$ cat src/rtl/raster_sched_pkg.sv
// Shared types and helpers for the rasterizer sample scheduler.
// Holds the coordinate format, FSM state encoding, MSAA one-hot type and the
// sample-step helper used by sample_scheduler and sample_walker.
package raster_sched_pkg;

  localparam int unsigned SIGFIG = 24;  // bits per coordinate/color
  localparam int unsigned RADIX  = 10;  // fraction bits; one pixel = 1<<RADIX
  localparam int unsigned VERTS  = 3;
  localparam int unsigned AXIS   = 3;
  localparam int unsigned COLORS = 3;
  localparam int unsigned CNT_W  = 32;

  typedef enum logic {IDLE = 1'b0, TEST = 1'b1} sched_state_t;

  typedef logic [3:0] msaa_onehot_t;

  typedef logic signed [SIGFIG-1:0] coord_t;

  typedef struct packed {
    coord_t x;
    coord_t y;
  } point_t;

  // Sample spacing: 1x -> 1 pixel, each MSAA level halves the step.
  function automatic coord_t step_from_msaa(input msaa_onehot_t msaa, input int unsigned radix);
    coord_t one;
    one = coord_t'(1);
    case (msaa)
      4'b0100: return one << (radix - 1);
      4'b0010: return one << (radix - 2);
      4'b0001: return one << (radix - 3);
      default: return one << radix;
    endcase
  endfunction

endpackage

$ cat src/rtl/sample_walker.sv
// Box walker: latches the bounding box and step, walks sample positions in
// row-major order and flags the last position of the box.
// Ports:
//   clk, rst    clock, synchronous active-high reset
//   load_i      latch ll/ur/step and start at LL
//   adv_i       advance to the next sample
//   ll_i, ur_i  box corners, step_i sample spacing
//   pos_o       current sample position (registered)
//   last_c_o    current position is the UR corner (combinational)
module sample_walker
  import raster_sched_pkg::*;
(
  input  logic   clk,
  input  logic   rst,
  input  logic   load_i,
  input  logic   adv_i,
  input  point_t ll_i,
  input  point_t ur_i,
  input  coord_t step_i,
  output point_t pos_o,
  output logic   last_c_o
);

  point_t ll_q, ur_q, pos_q, pos_d;
  coord_t step_q;

  // Next position: load wins, otherwise step along x and wrap to the next row.
  always_comb begin
    pos_d = pos_q;
    if (load_i) begin
      pos_d = ll_i;
    end else if (adv_i) begin
      if (pos_q.x == ur_q.x) begin
        pos_d.x = ll_q.x;
        pos_d.y = pos_q.y + step_q;
      end else begin
        pos_d.x = pos_q.x + step_q;
      end
    end
  end

  always_ff @(posedge clk) begin
    if (rst) begin
      ll_q   <= '0;
      ur_q   <= '0;
      pos_q  <= '0;
      step_q <= '0;
    end else begin
      pos_q <= pos_d;
      if (load_i) begin
        ll_q   <= ll_i;
        ur_q   <= ur_i;
        step_q <= step_i;
      end
    end
  end

  // Box corners must sit on the sample grid, otherwise the walk never hits UR.
  always @(posedge clk) begin
    if (!rst && load_i) begin
      assert (((ll_i.x | ll_i.y | ur_i.x | ur_i.y) & (step_i - coord_t'(1))) == '0)
        else $error("sample_walker: box not aligned to sample step");
    end
  end

  assign pos_o    = pos_q;
  assign last_c_o = (pos_q.x == ur_q.x) && (pos_q.y == ur_q.y);

endmodule

$ cat src/rtl/sample_scheduler.sv
// Walks the bounding box of one triangle and emits one sample position per
// cycle to the sample-test stage; holds upstream with halt during a walk and
// freezes on downstream stall.
// Optional feature macro: SCHED_STATS_EN adds triCount_U / sampCount_U.
// Ports:
//   clk, rst           clock, synchronous active-high reset
//   tri_R13S, color_R13U, box_R13S, validTri_R13H   triangle from bbox stage
//   subSample_RnnnnU   one-hot MSAA select (1000=1x .. 0001=64x)
//   stall_R14H         downstream stall
//   halt_RnnnnH        upstream hold
//   tri_R14S, color_R14U, sample_R14S, validSamp_R14H   to sampletest
module sample_scheduler
  import raster_sched_pkg::*;
(
  input  logic         clk,
  input  logic         rst,
  input  coord_t       tri_R13S   [VERTS][AXIS],
  input  coord_t       color_R13U [COLORS],
  input  coord_t       box_R13S   [2][2],
  input  logic         validTri_R13H,
  input  msaa_onehot_t subSample_RnnnnU,
  input  logic         stall_R14H,
  output logic         halt_RnnnnH,
  output coord_t       tri_R14S   [VERTS][AXIS],
  output coord_t       color_R14U [COLORS],
  output coord_t       sample_R14S [2],
  output logic         validSamp_R14H
`ifdef SCHED_STATS_EN
  ,
  output logic [CNT_W-1:0] triCount_U,
  output logic [CNT_W-1:0] sampCount_U
`endif
);

  sched_state_t state_q, state_d;
  coord_t       tri_q   [VERTS][AXIS];
  coord_t       color_q [COLORS];

  logic   box_ok_c, accept_c, adv_c, halt_c, last_c;
  point_t ll_c, ur_c, pos;
  coord_t step_c;

  assign ll_c   = '{x: box_R13S[0][0], y: box_R13S[0][1]};
  assign ur_c   = '{x: box_R13S[1][0], y: box_R13S[1][1]};
  assign step_c = step_from_msaa(subSample_RnnnnU, RADIX);

  // Next state, accept, advance and halt decode.
  always_comb begin
    state_d  = state_q;
    accept_c = 1'b0;
    adv_c    = 1'b0;
    halt_c   = 1'b0;
    box_ok_c = validTri_R13H && (ll_c.x <= ur_c.x) && (ll_c.y <= ur_c.y);
    case (state_q)
      IDLE: begin
        if (!stall_R14H && box_ok_c) begin
          accept_c = 1'b1;
          state_d  = TEST;
        end
      end
      TEST: begin
        halt_c = !(last_c && !stall_R14H);
        if (!stall_R14H) begin
          if (!last_c) begin
            adv_c = 1'b1;
          end else if (box_ok_c) begin
            // Back-to-back: next triangle starts right after the last sample.
            accept_c = 1'b1;
          end else begin
            state_d = IDLE;
          end
        end
      end
      default: state_d = IDLE;
    endcase
  end

  always_ff @(posedge clk) begin
    if (rst) begin
      state_q <= IDLE;
      tri_q   <= '{default: '0};
      color_q <= '{default: '0};
    end else begin
      state_q <= state_d;
      if (accept_c) begin
        tri_q   <= tri_R13S;
        color_q <= color_R13U;
      end
    end
  end

  always @(posedge clk) begin
    if (!rst && accept_c) begin
      assert ($onehot(subSample_RnnnnU))
        else $error("sample_scheduler: subSample not one-hot");
    end
  end

  sample_walker u_walker (
    .clk      (clk),
    .rst      (rst),
    .load_i   (accept_c),
    .adv_i    (adv_c),
    .ll_i     (ll_c),
    .ur_i     (ur_c),
    .step_i   (step_c),
    .pos_o    (pos),
    .last_c_o (last_c)
  );

  assign halt_RnnnnH    = halt_c;
  assign validSamp_R14H = (state_q == TEST);
  assign tri_R14S       = tri_q;
  assign color_R14U     = color_q;
  assign sample_R14S[0] = pos.x;
  assign sample_R14S[1] = pos.y;

`ifdef SCHED_STATS_EN
  logic [CNT_W-1:0] tri_cnt_q, samp_cnt_q;

  // Saturating statistics counters.
  always_ff @(posedge clk) begin
    if (rst) begin
      tri_cnt_q  <= '0;
      samp_cnt_q <= '0;
    end else begin
      if (accept_c && (tri_cnt_q != '1)) tri_cnt_q <= tri_cnt_q + CNT_W'(1);
      if (validSamp_R14H && !stall_R14H && (samp_cnt_q != '1)) samp_cnt_q <= samp_cnt_q + CNT_W'(1);
    end
  end

  assign triCount_U  = tri_cnt_q;
  assign sampCount_U = samp_cnt_q;
`endif

endmodule
$ cat config.mk
export PLATFORM = sky130hd
export DESIGN_NAME = sample_scheduler
export DESIGN_NICKNAME = d
export VERILOG_FILES = /design/src/rtl/raster_sched_pkg.sv /design/src/rtl/sample_walker.sv /design/src/rtl/sample_scheduler.sv
export SDC_FILE = /design/constraint.sdc
export NUM_CORES = 1
export LEC_CHECK = 0
export CAP_MARGIN = 20
export CORE_AREA = 4 4 282 284
export CTS_BUF_LIST = sky130_fd_sc_hd__clkbuf_16
export CTS_CLUSTER_SIZE = 8
export DETAILED_ROUTE_END_ITERATION = 10
export DIE_AREA = 0 0 286 288
export GPL_ROUTABILITY_DRIVEN = 0
export MAX_ROUTING_LAYER = met4
export PLACE_DENSITY_LB_ADDON = 0.08
export SLEW_MARGIN = 20
export SYNTH_ARGS = -nofsm -noshare
export SYNTH_HDL_FRONTEND = slang
export SYNTH_SLANG_ARGS = --single-unit
$ cat constraint.sdc
create_clock -name clk -period 3.7 [get_ports clk]
set_clock_uncertainty 0.15 [all_clocks]
set_input_delay 0.555 -clock clk [delete_from_list [all_inputs] [get_ports clk]]
set_output_delay 0.555 -clock clk [all_outputs]
set_load 0.005 [all_outputs]
==> run summary, run 1 <==
Power spread over the standard cell area amounts to 409.3 nW/um^2. The logs give 730 for the count of boundary I/O pins and 7963 um^2 for the footprint of the multi-input gates. The count of nets left with antenna violations once routing finished came out at 0.

Depth of the CTS H-tree: 2. The global-route track usage on met3 is 6.152%. The critical setup path kind was flop to primary output. The worst setup path is captured at a primary output.

Flip-flop cell with the highest count after synthesis: dfxtp_1. By area the synthesized netlist is led by dfxtp_1 (48%), nand2_1 (17%), a21oi_1 (12%), ha_1 (4.1%), buf_6 (2.4%). The tools report the area occupied by registers as 8279 um^2. The detailed placer's ending HPWL was 62290 um; the post-synthesis instance area was 17220 um^2. The tightest min-delay check is of the flop to flop type. The logs give 82370 um^2 for the overall die area and 0.1402 ns for the final worst setup slack. Timing analysis after detailed placement gives a worst setup slack of -0.4359 ns. The net count after synthesis was 2633. The run gives 58 as the clock buffer count from CTS.

The later pin in the worst-skew pair is clocked with a latency of 0.61 ns. Yosys instantiated no cell more often than nand2_1. Counting flops and latches in the post-synthesis netlist gives 413. The cell area after layout is 28140 um^2.

The number of antenna violations at the first check in global routing is 24. The number of global-route vias before repair came out at 17570. After detailed routing, the number of remaining DRC violations is 0. The max-slew violation count came out at 0. Data on the critical path arrives at its endpoint at 2.85 ns. The share of synthesized cell area in full adder, half adder and majority cells came out at 4.302%. The die is 286 um wide. Max-cap violations in this run came to 0. Summing the areas of all compound-gate instances in the mapped netlist gives 15.72% of the synthesized area. The fmax was 0.2809 GHz. After synthesis, flip-flops and latches occupy 48.02% of the total area. In the final layout, the share of cells above drive strength 1 is 8.224%. The worst setup path is launched from a flop. For the worst setup path, the data required time is 2.99 ns.

The run finished with clean final reports. The main combinational cell family by area after synthesis is simple AND/OR/NAND/NOR gates. The leakage power figure was 10.06 nW; the area share of the largest cell type after synthesis was 48.02%. The placeable core region is 77080 um^2. After synthesis, the mean cell area works out to 7.888 um^2. Counting the fill cells in the layout gives 8067. Summed over all layers, the global routing overflow is 0. The xor/xnor share of the synthesized area was 3.154%; the wire length of the first global-routing pass was 115200 um. The hold violation count in the final report is 0. The area growth from synthesis to layout is 63.44%, and the global routing met2 resource utilization is 31.28%.

After clock tree synthesis, the flow added hold-fix buffers numbering 0. Input and output buffers added on the ports amount to 729. Clock-pin slew was measured on the worst setup and hold paths at 0.05 ns. The basic-gate share of the synthesized area counting and, or, nand and nor cells works out to 21.68%. Setup violations remaining at the end of the flow were counted as 0. At the pin with the least slew margin, the transition time is 0.7943 ns. The clock net in this run drives a total of 413 sinks. After detailed routing, the total wire length is 80900 um. The final total negative setup slack is 0 ns. Measured along the y axis, the die boundary spans 288 um. Of the available clock period, the critical path in the final layout requires 96.21%.

The minimum period implied by the final worst setup slack works out to 3.560 ns. The layer with the highest usage after global routing is met2. The warning count from the yosys run was 0. Setup repair after global routing left no endpoint under its margin. The routed wire length per instance is 20.03 um, and the number of buffers on the longest clock path is 3. Effective utilization at floorplan: 22.34%. TritonCTS built the clock tree.

Total power for the finished layout comes to 11.52 mW. Of the post-synthesis cell area, the part taken by muxes is 0.8138%. In the global route stage, met1 resource usage came out at 21.99%. For the total number of placement rows, the log shows 102. The commonest cells after synthesis are nand2_1 (781), a21oi_1 (423), dfxtp_1 (413). Global routing consumed, over all layers together, 19.02% of the routing resources. Summed over all instances, the cell type with the most area after synthesis is dfxtp_1. The per-cell via count in the routed design is 4.426, and the async set or reset register ratio after synthesis is 0%.

The run gives 5 as the length of the first detailed-routing pass in iterations. The iteration-0 DRC count of the detailed router is 785. The largest net degree at the start of global routing is 95.

Synthesis handed over a netlist of 2183 instances. The routed layout has 17880 vias. The tree is rooted in a clkbuf_16. After the last flow step, the layout net total stands at 3422. The count of flip-flops with a built-in enable after synthesis was 0. IR analysis of the VDD net gives a maximum drop of 0.0003518 V.

The worst pin sits at a relative slew slack of 47.05%. The maximum fanout along the worst path came out at 3. The synthesized netlist contains 57 unique library cells.

For the cell area after placement, the log shows 26450 um^2.
cells in the final DEF (no fill, tap or decap), drive strengths merged, types with 20 or more instances in the layout:
master and instances:
nand3 39, nand2 781, buf 150, inv 61
ha 56, a31oi 22, nand4 25, dfxtp 413
nor2 22, xnor2 41, a21oi 423, diode 20
clkbuf 59, clkdlybuf4s50 728, xor2 21
timing repair:
action | in CTS | in global routing
endpoints found under the setup margin | 1 | 1
buffers inserted | 0 | 1
gates cloned | 0 | 0
resized for setup | 15 | 8
pin swaps | 3 | 7
area by class of cell:
class                   count  share of cell area, %
diodes                     20                 0.1778
clock buffers              59                  5.246
multi-input cells        1562                  28.29
repair buffers            878                  31.25
well taps                1040                  4.624
inverters                  59                 0.7869
clock inverters             8                 0.2001
flip-flops and latches    413                  29.42
worst max-delay path: stages (launching register included):
cell and delay, ns:
dfxtp_1 0.34, xnor2_2 0.22, nand4_1 0.16, nor4_1 0.30
nand3_1 0.20, or2_4 0.31, o21ai_2 0.15, inv_1 0.11
clkdlybuf4s50_1 0.46
state kept, by name (all words and copies together) (netlist names):
name,count
tri_R14S,216
u_walker.ll_q,24
validSamp_R14H,1
u_walker.step_q,4
u_walker.ur_q,48
color_R14U,72
u_walker.pos_o,48
metal layers:
metal,vias to the layer above,wire [um]
met5,-,0
met4,0,2275
met3,108,6746
met2,613,39130
met1,8343,32760
li1,8811,-
worst paths after layout:
check / start / endpoint / slack [ns] / depth (start not counted)
worst min-delay path: tri_R14S[160]$_SDFFE_PP0P_ / tri_R14S[160]$_SDFFE_PP0P_ / 0.30 / 2
worst min register to register: tri_R14S[160]$_SDFFE_PP0P_ / tri_R14S[160]$_SDFFE_PP0P_ / 0.30 / 2
worst max register to register: u_walker.pos_o[44]$_SDFFE_PP0P_ / tri_R14S[192]$_SDFFE_PP0P_ / 0.52 / 10
worst max-delay path: u_walker.pos_o[14]$_SDFFE_PP0P_ / halt_RnnnnH / 0.14 / 8
stage by stage:
step                      hold slack, ns  cells  util (%)
after floorplan                   0.2829   2183         -
after global placement            0.2907   3951     34.31
after detailed placement          0.2959   3951     34.31
after CTS                         0.2972   4018     36.38
after global routing              0.3128   4039     36.51
final                             0.3007   4039     36.51
kinds of logic after synthesis:
family / Yosys count
xor gates and xnor gates: 62
muxes: 13
buffers and inverters: 208
and+or+nand+nor: 923
adders and majority gates: 58
AOI/OAI and AO/OA: 506
DFF: 413
power breakdown:
group,switching [mW],total (mW),internal (mW)
registers,0.123,4.76,4.64
clock network,1.99,4.77,2.78
logic,0.919,1.99,1.07
total,3.03,11.5,8.49
Power figures use the tool's default switching activity.
==> run 2, diff against run 1 <==
Settings changed: CORE_AREA 4 4 282 284 to 4 4 280 282, DIE_AREA 0 0 286 288 to 0 0 284 286.
Clock period 3.7 ns to 3.2 ns, I/O delays scaled along.
==> run 2 against run 1 <==
Effect of this change: the run now fails in detailed routing (5_2_route); synthesized cell count unchanged; synthesized area unchanged; global-route usage is 0.67 points higher.
==> run summary, run 2 <==
The synthesized netlist devotes 3.154% of its cell area to XOR and XNOR gates. The count of boundary I/O pins was 730; the aggregate global routing overflow was 0. In the synthesized netlist, the number of instances is 2183.

Basic-gate share of the synthesized area counting and, or, nand and nor cells: 21.68%. Yosys instantiated no cell more often than nand2_1. The async set or reset register ratio after synthesis is 0%, and the number of placed cells counting well taps is 3926.

Measured along the y axis, the die boundary spans 286 um. The floorplan step set the die width to 284 um. Synthesis inferred 413 register bits. Port buffering added 729 buffers. Detailed placement finished with a half-perimeter wire length of 61460 um.

Counting flops with a built-in enable in the synthesized netlist gives 0. The number of different library cells in the post-synthesis netlist came out at 57. After the last repair the worst path ends at an output port.

The tools report the number of sinks driven by the clock tree as 413. The number of antenna violations at the first check in global routing is 37, and the total global routing track utilization is 19.69%. When the global-route repair_timing finished, the worst setup path ended at halt_RnnnnH. The logs give 2 for the depth of the CTS H-tree and 48.02% for the fraction of the yosys area taken by sequential cells. Sorting the synthesized cells by area gives the leading types as dfxtp_1 (48%), nand2_1 (17%), a21oi_1 (12%), ha_1 (4.1%), buf_6 (2.4%). The share of the synthesized area in compound gates (AO/OA/AOI/OAI) is 15.72%. Entering global routing, the biggest net connects 77 pins. The run gives 17980 as the number of global-route vias before repair. The longest clock path from root to sink contains 3 buffers. Post-synthesis instance area: 17220 um^2. After synthesis, the mean cell area works out to 7.888 um^2.

The library cell with the largest summed area after synthesis is dfxtp_1. The tool reported: "[ERROR DRT-0255] Maze Route cannot find path of net box_R13S[62] in worker of routeBox ( 241500 193200 ) ( 284000 241500 )". For the cts-stage hold buffer count, the log shows 0. By count the netlist is led by nand2_1 (781), a21oi_1 (423), dfxtp_1 (413). The first global-routing pass estimated 118200 um of wire.

The floorplan has 101 rows. Main combinational cell family by area after synthesis: simple AND/OR/NAND/NOR gates. Summing the areas of all fa, ha and maj instances in the mapped netlist gives 4.302% of the synthesized area. Area share of the largest cell type after synthesis: 48.02%. The flow did not finish. Net count after synthesis: 2633.

The tree is rooted in a clkbuf_16. The run gives 58 as the clock buffer count from CTS. The initial utilization of the core area, before any placement, comes to 22.75%. Timing analysis after detailed placement gives a worst setup slack of -0.7992 ns. For this run, the number of Yosys warnings is 0. The flip-flop cell with the highest count after synthesis is dfxtp_1. The tools report the stage at which the run stopped as detailed routing (5_2_route). The multiplexer share of the synthesized area works out to 0.8138%.
[run 2: cell counts after synthesis]
Identical to the previous run, type by type.
[run 2: cells by family after synthesis]
group | after synthesis
xor gates and xnor gates | 62
DFF | 413
muxes | 13
AOI/OAI and AO/OA | 506
adders and majority gates | 58
buffers and inverters | 208
and+or+nand+nor | 923
[run 2: metrics by stage]
| stage | hold slack, ns | setup TNS [ns] | area (um^2) | utilization [%] |
|---|---|---|---|---|
| after global placement | 0.2903 | -275.86 | 26640 | 35.19 |
| after detailed placement | 0.2953 | -289.88 | 26640 | 35.19 |
| after CTS | 0.1185 | -0.006303 | 28850 | 38.11 |
| after floorplan | 0.2829 | 0 | 17220 | - |
| after global routing | 0.004784 | -0.8413 | 30090 | 39.76 |
[run 2: what timing repair did]
action / in CTS / in global routing
gates resized for setup: 79 / 114
endpoints found under the setup margin: 356 / 409
setup buffers: 18 / 7
gates cloned: 11 / 27
pin swaps: 7 / 34
[run 2: metal layers]
metal,GRT usage [%]
met1,22.18
met2,32.80
met3,6.494
met4,7.086
met5,-
==> run 3, diff against run 2 <==
Settings changed: CORE_AREA 4 4 280 282 to 4 4 284 286, CTS_BUF_LIST sky130_fd_sc_hd__clkbuf_16 to not set, CTS_CLUSTER_SIZE 8 to not set, DIE_AREA 0 0 284 286 to 0 0 288 290, MAX_ROUTING_LAYER met4 to not set, PLACE_DENSITY_LB_ADDON 0.08 to 0.15.
Clock period 3.2 ns to 4.16 ns, I/O delays scaled along.
==> run 3 against run 2 <==
Effect of this change: the run now ends clean; global-route usage fell by 1.7 points.
==> run summary, run 3 (synthesized netlist as in run 1, its figures left out) <==
In the final layout, the share of cells above drive strength 1 is 5.957%. Net load switching power: 2.719 mW. The fraction of the cycle the final worst path needs came out at 97.06%.

The run gives 103 as the total number of placement rows. Using the TritonRoute via totals, the vias-per-cell ratio works out to 4.405. The number of antenna violations at the first check in global routing is 23, and the proportion of power drawn by the clock network is 43.6%. The tree is rooted in a clkbuf_16.

The tools report the capturing element type of the critical path as a primary output. The placeable core region was 78360 um^2; the maximum fanout along the worst path was 6. The number of buffers on the longest clock path is 3. Summed over all nets, the half-perimeter wirelength after detailed placement is 61520 um. For this design the ratio of total power to cell area is 379.6 nW/um^2. For this configuration, the core starts out at a cell density of 21.98%.

The detail route stage leaves a number of antenna-violating nets equal to 0. The hold violation count in the final report was 0; the data arrival time of the critical path was 3.26 ns. The flow ran to the end, and the final reports show no timing, DRC or antenna violations. The clock net in this run drives a total of 413 sinks. In this design, the stage delay of the slowest critical-path cell is 0.55 ns.

The routed design could run at a clock period as short as 4.038 ns. Across the VDD grid, the largest voltage drop is 0.0002679 V. The finished cells cover 27670 um^2. The path class of the tightest hold or removal check is flop to flop. The internal power of the cells totals 7.786 mW. The number of flip-flops in the largest register is 216, and the clock buffer count from CTS is 51. The share of total power in sequential cells is 40.4%. The die covers 83520 um^2.

The area growth from synthesis to layout was 60.70%. After detailed routing, the average wire length per cell comes to 19.75 um. Vertical extent of the die: 290 um. The horizontal die dimension came out at 288 um. Combinational logic burns 16.0% of the power.

After detailed routing, the met2 layer carries 37660 um of wire. Critical setup path kind: flop to primary output. After detailed routing, the number of remaining DRC violations is 0. The category of cells accounting for the largest share of critical-path delay was simple AND/OR/NAND/NOR gates. Traced cell by cell, the critical path runs through xnor2_4, nand4_1, nor4_1, nand3_2, or2_2, o21ai_0, inv_1, clkdlybuf4s50_1. The first routing iteration left 839 violations. For the footprint of the multi-input gates, the log shows 7938 um^2. For the wire length of the first global-routing pass, the log shows 114100 um.

At the placement stage, the worst setup path has a slack of -0.02249 ns. The aggregate global routing overflow is 0. The number of global-route vias before repair is 17360, and the net count of the finished layout is 3333. For this run, the top clock speed supported by timing is 0.2477 GHz. TritonCTS built the clock tree.

In the layout the commonest cells are nand2_1 (781), clkdlybuf4s50_1 (728), a21oi_1 (423), dfxtp_1 (408), inv_1 (59). For the worst slew slack as a fraction of its limit, the log shows 52.84%. The largest individual stage delay along the critical path comes from the cell clkdlybuf4s50_1.

The area occupied by registers was 8274 um^2. For the clock latency at the later pin of the worst-skew pair, the log shows 0.60 ns. The tool flagged a number of max-cap violations equal to 0.

The logs give 17.96% for the total global routing track utilization and 8207 um for the met3 routed wirelength. The length of the first detailed-routing pass in iterations was 5; the filler cell count was 8229. The max-slew violation count is 0. For the cell area after placement, the log shows 25820 um^2. The switching share of total power works out to 25.88%. Setup violations remaining at the end of the flow were counted as 0.

The actual slew at the worst max-slew pin was 0.7074 ns. During placement, the flow inserted port buffers numbering 729. The leakage power figure is 9.741 nW, and the register clock-pin slew on the reported worst setup and hold paths is 0.06 ns.

For the depth of the CTS H-tree, the log shows 2. The sum of routed wire length over all layers is 78750 um. The uppermost signal routing layer after detailed routing is met5. For this block, wires on met1 add up to 30280 um. The via count was 17560. For the final worst setup slack, the log shows 0.1221 ns. For the count of boundary I/O pins, the log shows 730. The worst setup path is launched from a flop. For the number of setup buffers added after CTS, the log shows 0.

STA puts the critical path data required time at 3.39 ns. The number of buffers and inverters on the critical path was 2. Leading cell type in the layout, fill and taps excluded: nand2_1.

The run gives 95 as the largest net degree at the start of global routing.
[run 3: timing repair]
item / CTS / global route
setup endpoints to repair: 1 / 1
hold endpoints to repair: 0 / 0
hold buffers: 0 / 0
resized for setup: 2 / 12
pin swaps: 0 / 0
[run 3: cell type report]
| class | count | area share [%] |
|---|---|---|
| Multi-Input combinational cell | 1562 | 28.69 |
| Tap cell | 1050 | 4.748 |
| Sequential cell | 413 | 29.90 |
| Clock buffer | 76 | 5.498 |
| Clock inverter | 15 | 0.7958 |
| Antenna cell | 16 | 0.1447 |
| Inverter | 59 | 0.8003 |
| Timing Repair Buffer | 796 | 29.43 |
[run 3: per-stage QoR]
stage	util, %	instances	hold WS [ns]	setup TNS, ns	power (mW)
floorplan	-	2183	0.2829	0	5.004
global placement	32.95	3880	0.2899	-0.01769	5.992
detailed placement	32.95	3880	0.2961	-0.1467	6.011
CTS	35.19	3971	0.3043	0	10.68
global route	35.30	3983	0.3173	-0.04658	10.97
finish	35.32	3987	0.3012	0	10.50
[run 3: path summary, 6_finish.rpt]
| check | cells past startpoint | slack [ns] | endpoint | from |
|---|---|---|---|---|
| worst max-delay path | 8 | 0.12 | halt_RnnnnH | u_walker.pos_o[21]$_SDFFE_PP0P_ |
| worst min-delay path | 2 | 0.30 | tri_R14S[86]$_SDFFE_PP0P_ | tri_R14S[86]$_SDFFE_PP0P_ |
| worst max register to register | 11 | 0.81 | color_R14U[19]$_SDFFE_PP0P_ | u_walker.pos_o[42]$_SDFFE_PP0P_ |
| worst min register to register | 2 | 0.30 | tri_R14S[86]$_SDFFE_PP0P_ | tri_R14S[86]$_SDFFE_PP0P_ |
[run 3: power by group through the flow]
| stage | logic, mW | registers (mW) | clock network (mW) |
|---|---|---|---|
| 2_1_floorplan | 0.694 | 4.31 | 0 |
| 3_3_place_gp | 1.67 | 4.32 | 0 |
| 3_5_place_dp | 1.69 | 4.32 | 0 |
| 4_1_cts | 1.70 | 4.24 | 4.74 |
| 5_1_grt | 1.84 | 4.26 | 4.87 |
| 6_report | 1.68 | 4.24 | 4.58 |
[run 3: metal layers]
| metal | track usage [%] | up-vias |
|---|---|---|
| met5 | 0 | - |
| met4 | 6.738 | 12 |
| met3 | 7.361 | 119 |
| met2 | 30.31 | 623 |
| met1 | 20.22 | 8164 |
| li1 | - | 8643 |
[run 3: worst reg2reg max path, delay by kind of cell, from the launching register on]
kind / cells / cell delay, ns
xor gates and xnor gates: 1 / 0.37
and+or+nand+nor: 5 / 1.08
buffers and inverters: 3 / 0.73
DFF: 1 / 0.39
AOI/OAI and AO/OA: 2 / 0.55
==> run 4, diff against run 3 <==
Settings changed: HOLD_SLACK_MARGIN set to 0.1.
Clock period 4.16 ns to 4.2 ns, I/O delays scaled along.
==> run 4 against run 3 <==
Effect of this change: die area stayed put; non-clock buffer count is 6 higher; clock-buffer cell count is 8 lower; global-route usage is 0.10 points higher; cell area is 0.32% lower; worst hold slack hardly changed; wire length is 0.64% higher; total power is 2.4% lower; sequential power is 0.9% lower; critical path depth stayed put; worst setup slack better by 0.11 ns; flip-flop and latch count stayed put; critical path type unchanged; highest routed layer unchanged.
==> run summary, run 4 (synthesized netlist as in run 1, its figures left out) <==
The run finished with clean final reports. STA classifies the critical path endpoint as a primary output. The number of cells on the worst reg-to-reg path is 11. Per-cell via count in the routed design: 4.406. For this design the top-level I/O count stands at 730. The first global-routing pass estimated 114500 um of wire.

The tools report the iteration-0 DRC count of the detailed router as 829. Worst hold-check path type: flop to flop. The horizontal die dimension is 288 um, and the remaining design rule violation count is 0. Setup repair after global routing left no endpoint under its margin.

The critical path contains buffers and inverters numbering 2 combined. Summed over all cells, the static leakage comes to 9.724 nW. The slowest stage of the critical path is the clkdlybuf4s50_1 cell. Measured against its own limit, the worst slew margin works out to 49.05%.

The worst setup path is launched from a flop. The floorplan has 103 rows. Of the available clock period, the critical path in the final layout requires 94.50%. Across the whole layout, storage elements account for 8268 um^2. Total global routing track utilization: 18.06%. The ratio of total power to cell area was 371.9 nW/um^2. The number of flip-flops in the largest register is 216. Walking the worst path, the cells encountered are xnor2_1, nand4_1, nor4_1, nand3_1, or2_2, o21ai_0, inv_1, clkdlybuf4s50_1. The actual slew at the worst max-slew pin was 0.7642 ns; the vertical extent of the die was 290 um.

At the worst endpoint, the arrival time is 3.19 ns. Leaving out fill and tap cells, the most frequent cells in the layout are nand2_1 (781), clkdlybuf4s50_1 (728), a21oi_1 (423), dfxtp_1 (413), inv_1 (59). The share of final-layout standard cells stronger than drive strength 1 was 5.778%; the length of the first detailed-routing pass in iterations was 5. The initial utilization of the core area, before any placement, comes to 21.98%. In this run the deepest clock path goes through 3 buffers. The worst hold path passes through 2 cells. The maximum fanout along the worst path came out at 7. The startpoint identified for the worst hold timing path is tri_R14S[140]$_SDFFE_PP0P_. For the aggregate global routing overflow, the log shows 0. The logs give 83520 um^2 for the overall die area and 0.3008 ns for the final worst hold slack. Entering global routing, the biggest net connects 109 pins.

The smallest clock period supported by the final layout is computed as 3.969 ns. The count of cells in the finished layout, fillers not included, comes to 3991. IR analysis of the VDD net gives a maximum drop of 0.0002794 V. The depth of the CTS H-tree came out at 2.

The tools report the detailed placer's ending HPWL as 61730 um. The tools report the hold violation count in the final report as 0. The tools report the cts-stage hold buffer count as 0. TritonCTS built the clock tree. Dividing the detail-routed wire length by the instance count gives 19.86 um. In this run the critical register-to-register path is captured at tri_R14S[156]$_SDFFE_PP0P_. The critical setup path kind is flop to primary output. Once detail routing completed, the nets flagged for antenna violations numbered 0. The number of global-route vias before repair was 17330; the placeable core region was 78360 um^2. The pre-CTS setup slack was -0.07023 ns; the footprint of the multi-input gates was 7893 um^2. The category of cells accounting for the largest share of critical-path delay was simple AND/OR/NAND/NOR gates.

The root buffer cell chosen for the clock tree is clkbuf_16. The setup check on the worst reg-to-reg path leaves a slack of 0.87 ns. After clock tree synthesis, the clock-pin slew on the worst setup and hold paths is 0.06 ns. The leading cell type in the layout, fill and taps excluded is nand2_1.

STA puts the critical path data required time at 3.42 ns. In the final design database the tool counted 3339 nets. In this run, CTS created clock tree buffers numbering 51. The total of buffers placed on input and output ports is 729, and the sum of routed wire length over all layers is 79250 um.

On the worst path, the slowest cell contributes a delay of 0.55 ns. After filler insertion, the fill cell instance count of the layout stands at 8265. Compared with the post-synthesis result, the final layout area differs by 60.19%. The startpoint of the most critical register-to-register path was u_walker.pos_o[30]$_SDFFE_PP0P_. For the number of antenna violations at the first check in global routing, the log shows 25.

Static timing analysis puts the maximum clock frequency at 0.2520 GHz. The number of placed cells counting well taps is 3885. For the max-slew violation count, the log shows 0. The clock drives 413 sinks. The final route contains 17590 vias. Number of max-cap violations: 0. Setup violations remaining at the end of the flow were counted as 0. In the post-route analysis, the smallest setup slack over all paths is 0.2311 ns. The logs give 10.26 mW for the overall power consumption and 0.60 ns for the clock latency at the later pin of the worst-skew pair.

The worst hold path terminates at tri_R14S[140]$_SDFFE_PP0P_.
-- run 4: changes by cell type in the layout (fill, tap and decap cells not counted), moves of 2 or more --
cell      before  now
dfxtp_1      408  413
clkinv_8       0    2
clkbuf_8      13    7
dfxtp_2        5    0
xnor2_1       35   38
buf_4         40   45
clkinv_2       7   12
xnor2_2        5    3
-- run 4: repair_timing --
item                       in CTS  in global routing
setup buffers                   0                  1
setup endpoints to repair       1                  1
pin swaps                       0                  0
resized for setup               1                  2
-- run 4: cell type report --
type / count / area share [%]
flip-flops and latches: 413 / 29.98
inverters: 59 / 0.8029
clock buffers: 68 / 5.112
diodes: 16 / 0.1452
clock inverters: 21 / 0.8573
repair buffers: 802 / 29.73
multi-input cells: 1562 / 28.61
well taps: 1050 / 4.763
-- run 4: where the power goes --
part,switching (mW),internal [mW]
logic,0.783,0.885
clock network,1.80,2.59
registers,0.115,4.08
total,2.70,7.56
-- run 4: routing by layer --
layer	up-vias	share of wire [%]	wire, um	GRT usage (%)
met5	-	0.12	99	0
li1	8659	-	-	-
met3	154	11	8471	7.745
met2	626	47	37410	29.97
met4	16	3.9	3113	7.534
met1	8130	38	30160	20.26
-- run 4: metrics by stage --
| stage | utilization [%] | cell area [um^2] | setup TNS [ns] |
|---|---|---|---|
| 2_1_floorplan | - | 17220 | 0 |
| 4_1_cts | 35.12 | 27520 | 0 |
| 3_5_place_dp | 33.01 | 25870 | -0.9909 |
| 3_3_place_gp | 33.01 | 25870 | -1.527 |
| 5_1_grt | 35.19 | 27570 | 0 |
| 6_report | 35.20 | 27580 | 0 |
-- run 4: worst max path at each step --
| stage | end | startpoint | depth (start not counted) | slack [ns] |
|---|---|---|---|---|
| after detailed placement | tri_R14S[156]$_SDFFE_PP0P_ | box_R13S[85] | 13 | -0.07 |
| after floorplan | color_R14U[20]$_SDFFE_PP0P_ | box_R13S[41] | 13 | 1.03 |
| after global routing | halt_RnnnnH | u_walker.pos_o[17]$_SDFFE_PP0P_ | 8 | 0.03 |
| after global placement | color_R14U[31]$_SDFFE_PP0P_ | box_R13S[37] | 14 | -0.05 |
| after CTS | halt_RnnnnH | u_walker.pos_o[1]$_SDFFE_PP0P_ | 8 | 0.01 |
| final | halt_RnnnnH | u_walker.pos_o[20]$_SDFFE_PP0P_ | 8 | 0.23 |
-- run 4: worst min-delay path: stages, from the launching register on --
cell	delay (ns)
dfxtp_1	0.30
nand2_1	0.05
a21oi_1	0.05
